**config.mk**
```make
export PLATFORM = sky130hd
export DESIGN_NAME = modn_updown_counter_flat
export DESIGN_NICKNAME = d
export VERILOG_FILES = /design/src/rtl/modn_updown_counter_pkg.sv /design/src/rtl/modn_updown_counter_if.sv /design/src/rtl/modn_updown_counter.sv /design/src/flat_wrapper.sv
export SDC_FILE = /design/constraint.sdc
export NUM_CORES = 1
export LEC_CHECK = 0
export ABC_AREA = 1
export BUFFER_PORTS_ARGS = -buffer_cell sky130_fd_sc_hd__buf_2
export CAP_MARGIN = 20
export CORE_MARGIN = 4
export CORE_UTILIZATION = 52
export DETAILED_ROUTE_END_ITERATION = 6
export PLACE_DENSITY_LB_ADDON = 0.2
export REMOVE_ABC_BUFFERS = 1
export SETUP_SLACK_MARGIN = 0.02
export SYNTH_ARGS = -nofsm -noshare
export SYNTH_HDL_FRONTEND = slang
export SYNTH_SLANG_ARGS = --single-unit
```
**constraint.sdc**
```tcl
create_clock -name CLK_1Hz -period 2 [get_ports CLK_1Hz]
set_clock_uncertainty 0.05 [all_clocks]
set_input_delay 0.2 -clock CLK_1Hz [delete_from_list [all_inputs] [get_ports CLK_1Hz]]
set_output_delay 0.2 -clock CLK_1Hz [all_outputs]
set_load 0.05 [all_outputs]
```
**src/rtl/modn_updown_counter_pkg.sv**
```systemverilog
// Package: counter_pkg
// Shared mode encodings and the mode type used by the modulo-N counter,
// its bus interface and anything else that needs to drive MODE.
// Optional feature macro used by the counter files: COUNTER_CASCADE_EN.
package counter_pkg;

  typedef logic [1:0] mode_t;

  localparam mode_t MODE_UP       = 2'b00;
  localparam mode_t MODE_DN       = 2'b01;
  localparam mode_t MODE_ONESHOT  = 2'b10;
  localparam mode_t MODE_PINGPONG = 2'b11;

endpackage

```
**src/rtl/modn_updown_counter_if.sv**
```systemverilog
// Interface: modn_updown_counter_if
// Control/status bundle of the modulo-N counter.
//   master : drives EN, MODE, LOAD, LOAD_VAL (and CI); observes DOUT, TC, DONE (and CO)
//   slave  : the counter itself
// Macro COUNTER_CASCADE_EN adds the carry-in CI and carry-out CO signals.
interface modn_updown_counter_if #(
  parameter int WIDTH = 4
);
  import counter_pkg::*;

  logic             EN;
  mode_t            MODE;
  logic             LOAD;
  logic [WIDTH-1:0] LOAD_VAL;
  logic [WIDTH-1:0] DOUT;
  logic             TC;
  logic             DONE;

`ifdef COUNTER_CASCADE_EN
  logic             CI;
  logic             CO;

  modport master (
    output EN, MODE, LOAD, LOAD_VAL, CI,
    input  DOUT, TC, DONE, CO
  );

  modport slave (
    input  EN, MODE, LOAD, LOAD_VAL, CI,
    output DOUT, TC, DONE, CO
  );
`else
  modport master (
    output EN, MODE, LOAD, LOAD_VAL,
    input  DOUT, TC, DONE
  );

  modport slave (
    input  EN, MODE, LOAD, LOAD_VAL,
    output DOUT, TC, DONE
  );
`endif

endinterface

```
**src/rtl/modn_updown_counter.sv**
```systemverilog
// Module: modn_updown_counter
// Modulo-N counter for the 1 Hz timebase: up-wrap, down-wrap, up-one-shot and
// ping-pong modes, synchronous parallel load, enable, registered terminal-count
// pulse (TC) and registered one-shot finished flag (DONE).
// Ports:
//   CLK_1Hz : count clock
//   RST     : asynchronous, active-low reset
//   bus     : modn_updown_counter_if.slave (EN, MODE, LOAD, LOAD_VAL -> DOUT, TC, DONE)
// Parameters: WIDTH (count width), MODULUS (count range 0..MODULUS-1).
// Macro COUNTER_CASCADE_EN: adds CI/CO on the bus; counting needs EN && CI and CO
// flags (combinationally) that the next enabled edge wraps/bounces/finishes.
// Without the macro CI is treated as 1.
module modn_updown_counter
  import counter_pkg::*;
#(
  parameter int WIDTH   = 4,
  parameter int MODULUS = 16
) (
  input  logic                 CLK_1Hz,
  input  logic                 RST,
  modn_updown_counter_if.slave bus
);

  generate
    if (MODULUS < 2 || MODULUS > (1 << WIDTH)) begin : g_bad_modulus
      $error("modn_updown_counter: MODULUS must satisfy 2 <= MODULUS <= 2**WIDTH");
    end
  endgenerate

  localparam logic [WIDTH-1:0] MAX  = WIDTH'(MODULUS - 1);
  localparam logic [WIDTH-1:0] ZERO = '0;
  localparam logic [WIDTH-1:0] ONE  = WIDTH'(1);

  logic [WIDTH-1:0] dout;
  logic             tc;
  logic             done;
  logic             dir_up;
  logic             ci;
  logic             count_en;

`ifdef COUNTER_CASCADE_EN
  logic at_point;

  assign ci = bus.CI;

  // Count value at which the next enabled edge wraps, bounces or finishes.
  always_comb begin
    at_point = 1'b0;
    case (bus.MODE)
      MODE_UP:       at_point = (dout == MAX);
      MODE_DN:       at_point = (dout == ZERO);
      MODE_ONESHOT:  at_point = !done && (dout >= MAX - ONE);
      MODE_PINGPONG: at_point = dir_up ? (dout == MAX) : (dout == ZERO);
      default:       at_point = 1'b0;
    endcase
  end

  assign bus.CO = ci & bus.EN & at_point;
`else
  assign ci = 1'b1;
`endif

  assign count_en = bus.EN & ci;

  always_ff @(posedge CLK_1Hz or negedge RST) begin
    if (!RST) begin
      dout   <= '0;
      tc     <= 1'b0;
      done   <= 1'b0;
      dir_up <= 1'b1;
    end else if (bus.LOAD) begin
      dout   <= (bus.LOAD_VAL > MAX) ? MAX : bus.LOAD_VAL;
      tc     <= 1'b0;
      done   <= 1'b0;
      dir_up <= 1'b1;
    end else if (count_en) begin
      case (bus.MODE)
        MODE_UP: begin
          done <= 1'b0;
          if (dout >= MAX) begin
            dout <= '0;
            tc   <= 1'b1;
          end else begin
            dout <= dout + ONE;
            tc   <= 1'b0;
          end
        end
        MODE_DN: begin
          done <= 1'b0;
          if (dout == ZERO) begin
            dout <= MAX;
            tc   <= 1'b1;
          end else begin
            dout <= dout - ONE;
            tc   <= 1'b0;
          end
        end
        MODE_ONESHOT: begin
          if (done) begin
            tc <= 1'b0;
          end else if (dout >= MAX - ONE) begin
            // Also covers a count already sitting at MAX (e.g. after a load):
            // that edge is treated as the finish.
            dout <= MAX;
            done <= 1'b1;
            tc   <= 1'b1;
          end else begin
            dout <= dout + ONE;
            tc   <= 1'b0;
          end
        end
        default: begin
          done <= 1'b0;
          if (dir_up) begin
            if (dout >= MAX) begin
              dout   <= MAX - ONE;
              dir_up <= 1'b0;
              tc     <= 1'b1;
            end else begin
              dout <= dout + ONE;
              tc   <= 1'b0;
            end
          end else begin
            if (dout == ZERO) begin
              dout   <= ONE;
              dir_up <= 1'b1;
              tc     <= 1'b1;
            end else begin
              dout <= dout - ONE;
              tc   <= 1'b0;
            end
          end
        end
      endcase
    end else begin
      tc <= 1'b0;
    end
  end

  assign bus.DOUT = dout;
  assign bus.TC   = tc;
  assign bus.DONE = done;

endmodule

```
**src/flat_wrapper.sv**
```systemverilog
// flat-port wrapper written by rule: the top's interface ports become plain ports
module modn_updown_counter_flat import counter_pkg::*;
#(
  parameter int WIDTH   = 4,
  parameter int MODULUS = 16
)
  (CLK_1Hz, RST, bus_EN, bus_MODE, bus_LOAD, bus_LOAD_VAL, bus_DOUT, bus_TC, bus_DONE);
  modn_updown_counter_if #(.WIDTH(WIDTH)) bus_i ();
  input  logic CLK_1Hz;
  input  logic RST;
  input wire logic [$bits(bus_i.EN)-1:0] bus_EN;
  input wire logic [$bits(bus_i.MODE)-1:0] bus_MODE;
  input wire logic [$bits(bus_i.LOAD)-1:0] bus_LOAD;
  input wire logic [$bits(bus_i.LOAD_VAL)-1:0] bus_LOAD_VAL;
  output wire logic [$bits(bus_i.DOUT)-1:0] bus_DOUT;
  output wire logic [$bits(bus_i.TC)-1:0] bus_TC;
  output wire logic [$bits(bus_i.DONE)-1:0] bus_DONE;
  assign bus_i.EN = bus_EN;
  assign bus_i.MODE = bus_MODE;
  assign bus_i.LOAD = bus_LOAD;
  assign bus_i.LOAD_VAL = bus_LOAD_VAL;
  assign bus_DOUT = bus_i.DOUT;
  assign bus_TC = bus_i.TC;
  assign bus_DONE = bus_i.DONE;
  modn_updown_counter #(.WIDTH(WIDTH), .MODULUS(MODULUS)) u_core (.CLK_1Hz(CLK_1Hz), .RST(RST), .bus(bus_i));
endmodule
```
==> metrics.txt <==
Comb power frac 50.2%; Port Buffers 15; leakage 0.474 nW; Max Fclk 564 MHz; sequential area share after synthesis 23.7%; commonest non-fill, non-tap cells in the layout nand2_1, nor2_1, nand3_1, buf_2, inv_1; Worst slew margin 74.4%; initial antenna violation count 0; Worst R2R Start u_core.bus.DOUT[0]; Antenna Cells 0; largest cells by area after synthesis dfrtp_1, nand2_1, nand3_1, nor2_1, inv_1; switching part of the total 48.7%; Finished Cell Area 855 µm²; final setup violation count 0; Worst Max-Slew Pin Slew 0.383 ns; Pint 0.348 mW; commonest non-fill, non-tap cell in the layout nand2_1; Congestion Overflow GR 0; vias 846; Post-Route Utilization 64.9%; crit path time final 1.77 ns; largest net degree at the start of global routing 12; Die Wd 45.8 µm; WL final 1850 µm; CTS clock-pin slew for the worst setup and hold paths 0.05 ns; Final HPWL DP 1480 µm; Antenna Nets Post-Route 0; Max-cap violations 0; GRT Overall Usage 20.9%; HP Start bus_EN; CTS Buf Count 3; Avg Synthesized Cell Area 5.90 µm²; Slew Viols, Final 0; Worst Setup Path Type register to register; startpoint types register; Worst-Skew Late Latency 0.24 ns; Synth warnings 0; I/O pin total 16; HP Class input pin to register; Pwr Density 794 nW/µm²; # DRC 0; clock sink total 7; worst hold stages 3; Critical Path Sink Type register; Hold Vio Cnt, Final 0; Unique masters post-synth 22; core area 1320 µm²; GP Congestion 0.981; post-synth top area cell dfrtp_1; WHS Endpoint u_core.bus.TC; Worst Path Required 2.08 ns; H-tree levels 1; clock share of power 18.1%; Post-Synthesis Cells 126; CP Max Fanout 8; share of layout cells above drive strength 1 17.4%; Iter 0 DRT Violations 57; top-area cell type share of the netlist area 20.2%; Cell Area, Synth 743 µm²; crit path DAT 1.86 ns; Cell Rows 13; VDD IR max 590 µV; unrepaired setup endpoints after global routing false; 1st-pass router iterations 5; Die ar. 2100 µm²; first-pass GRT wire length 3220 µm; CTS tree built; Psw 0.330 mW; vias per cell 5.32; Final Power 0.678 mW; reg2reg setup slack 0.23 ns; #FFs+latches synth 7; Hold WS 0.175 ns; Post-DP Area 818 µm²; area delta synth->final 15.0%; Die H 45.8 µm; vias in the first global route 739; R2R cell count 8; CTS root buf clkbuf_4; fin crit share 88.7%; effective utilization at floorplan 56.4%; # nets final 158; clk buf depth 2; status complete, no violations; Reg power frac 31.7%; capturing point of the worst reg2reg path u_core.bus.DOUT[0]; WL/cell 11.6 µm; Post-CTS Setup Bufs 0; setup TNS 0 ns
[stage by stage]
step / setup slack [ns] / cells
6_report: 0.226 / 159
5_1_grt: 0.0817 / 159
4_1_cts: 0.211 / 159
3_5_place_dp: 0.216 / 154
3_3_place_gp: 0.253 / 154
2_1_floorplan: 0.125 / 124
[cell usage after synthesis (all sizes together)]
| master | number |
|---|---|
| dfrtp | 6 |
| or2 | 1 |
| nor2 | 22 |
| o21ai | 8 |
| buf | 2 |
| nand2 | 39 |
| ha | 3 |
| a31oi | 1 |
| nand4 | 2 |
| a21oi | 7 |
| nand3b | 1 |
| xor2 | 1 |
| inv | 15 |
| nand3 | 17 |
| dfstp | 1 |
[state kept, by name, summed over array words and instances, names as in the netlist]
name	count
u_core.bus.DOUT	4
u_core.dir_up	1
u_core.bus.DONE	1
u_core.bus.TC	1
[how the worst max path moves through the flow]
stage / start / endpoint / slack, ns
global route: u_core.bus.DOUT[0] / u_core.bus.DOUT[0] / 0.08
finish: u_core.bus.DOUT[0] / u_core.bus.DOUT[0] / 0.23
floorplan: u_core.bus.DOUT[0] / u_core.bus.DOUT[2] / 0.13
CTS: u_core.bus.DOUT[0] / u_core.bus.DOUT[0] / 0.21
global placement: u_core.bus.DOUT[0] / u_core.bus.DOUT[0] / 0.25
detailed placement: u_core.bus.DOUT[0] / u_core.bus.DOUT[0] / 0.22
[final cells by class]
class	instances	area, µm²
Timing Repair Buffer	16	85.1
Multi-Input combinational cell	102	492
Fill cell	117	463
Clock buffer	4	26.3
Sequential cell	7	176
Inverter	15	56.3
Tap cell	15	18.8
[worst max-delay path, stage by stage, from the launching register on]
cell and delay (ns):
dfrtp_1 0.48, inv_1 0.15, ha_1 0.23, o21ai_2 0.21
nor2_1 0.09, o21ai_0 0.17, nand4_1 0.13, nand2_1 0.09
nand2_1 0.05
[power groups by stage]
stage	Sequential, mW	Clock [mW]	Combinational, mW
after floorplan	0.270	0	0.197
after global placement	0.213	0	0.335
after detailed placement	0.216	0	0.336
after CTS	0.214	0.127	0.339
after global routing	0.221	0.138	0.380
final	0.215	0.123	0.341
[cell families (layout without fill, tap and decap cells)]
group	after synthesis	count (layout)	share of synthesized area (%)
XOR/XNOR	1	1	1.18
flip-flops	7	7	23.7
AO/OA/AOI/OAI	16	16	13.5
adder cells (fa/ha/maj)	3	3	5.05
buffers and inverters	17	35	10.1
AND/OR/NAND/NOR	82	82	46.5
[per-layer routing]
layer / track usage [%] / part of all wire, % / vias to the layer above
met5: 0 / 0 / -
met4: 9.66 / 0.43 / 0
met3: 0.791 / 6.3 / 2
met2: 33.7 / 48 / 31
met1: 28.6 / 45 / 369
li1: - / - / 444
[repair_timing]
action / 4_1_cts / 5_1_grt
endpoints found under the setup margin: 0 / 0
resized for setup: 0 / 0
hold endpoints to repair: 7 / 0
hold buffers: 1 / 0
Power figures use the tool's default switching activity.
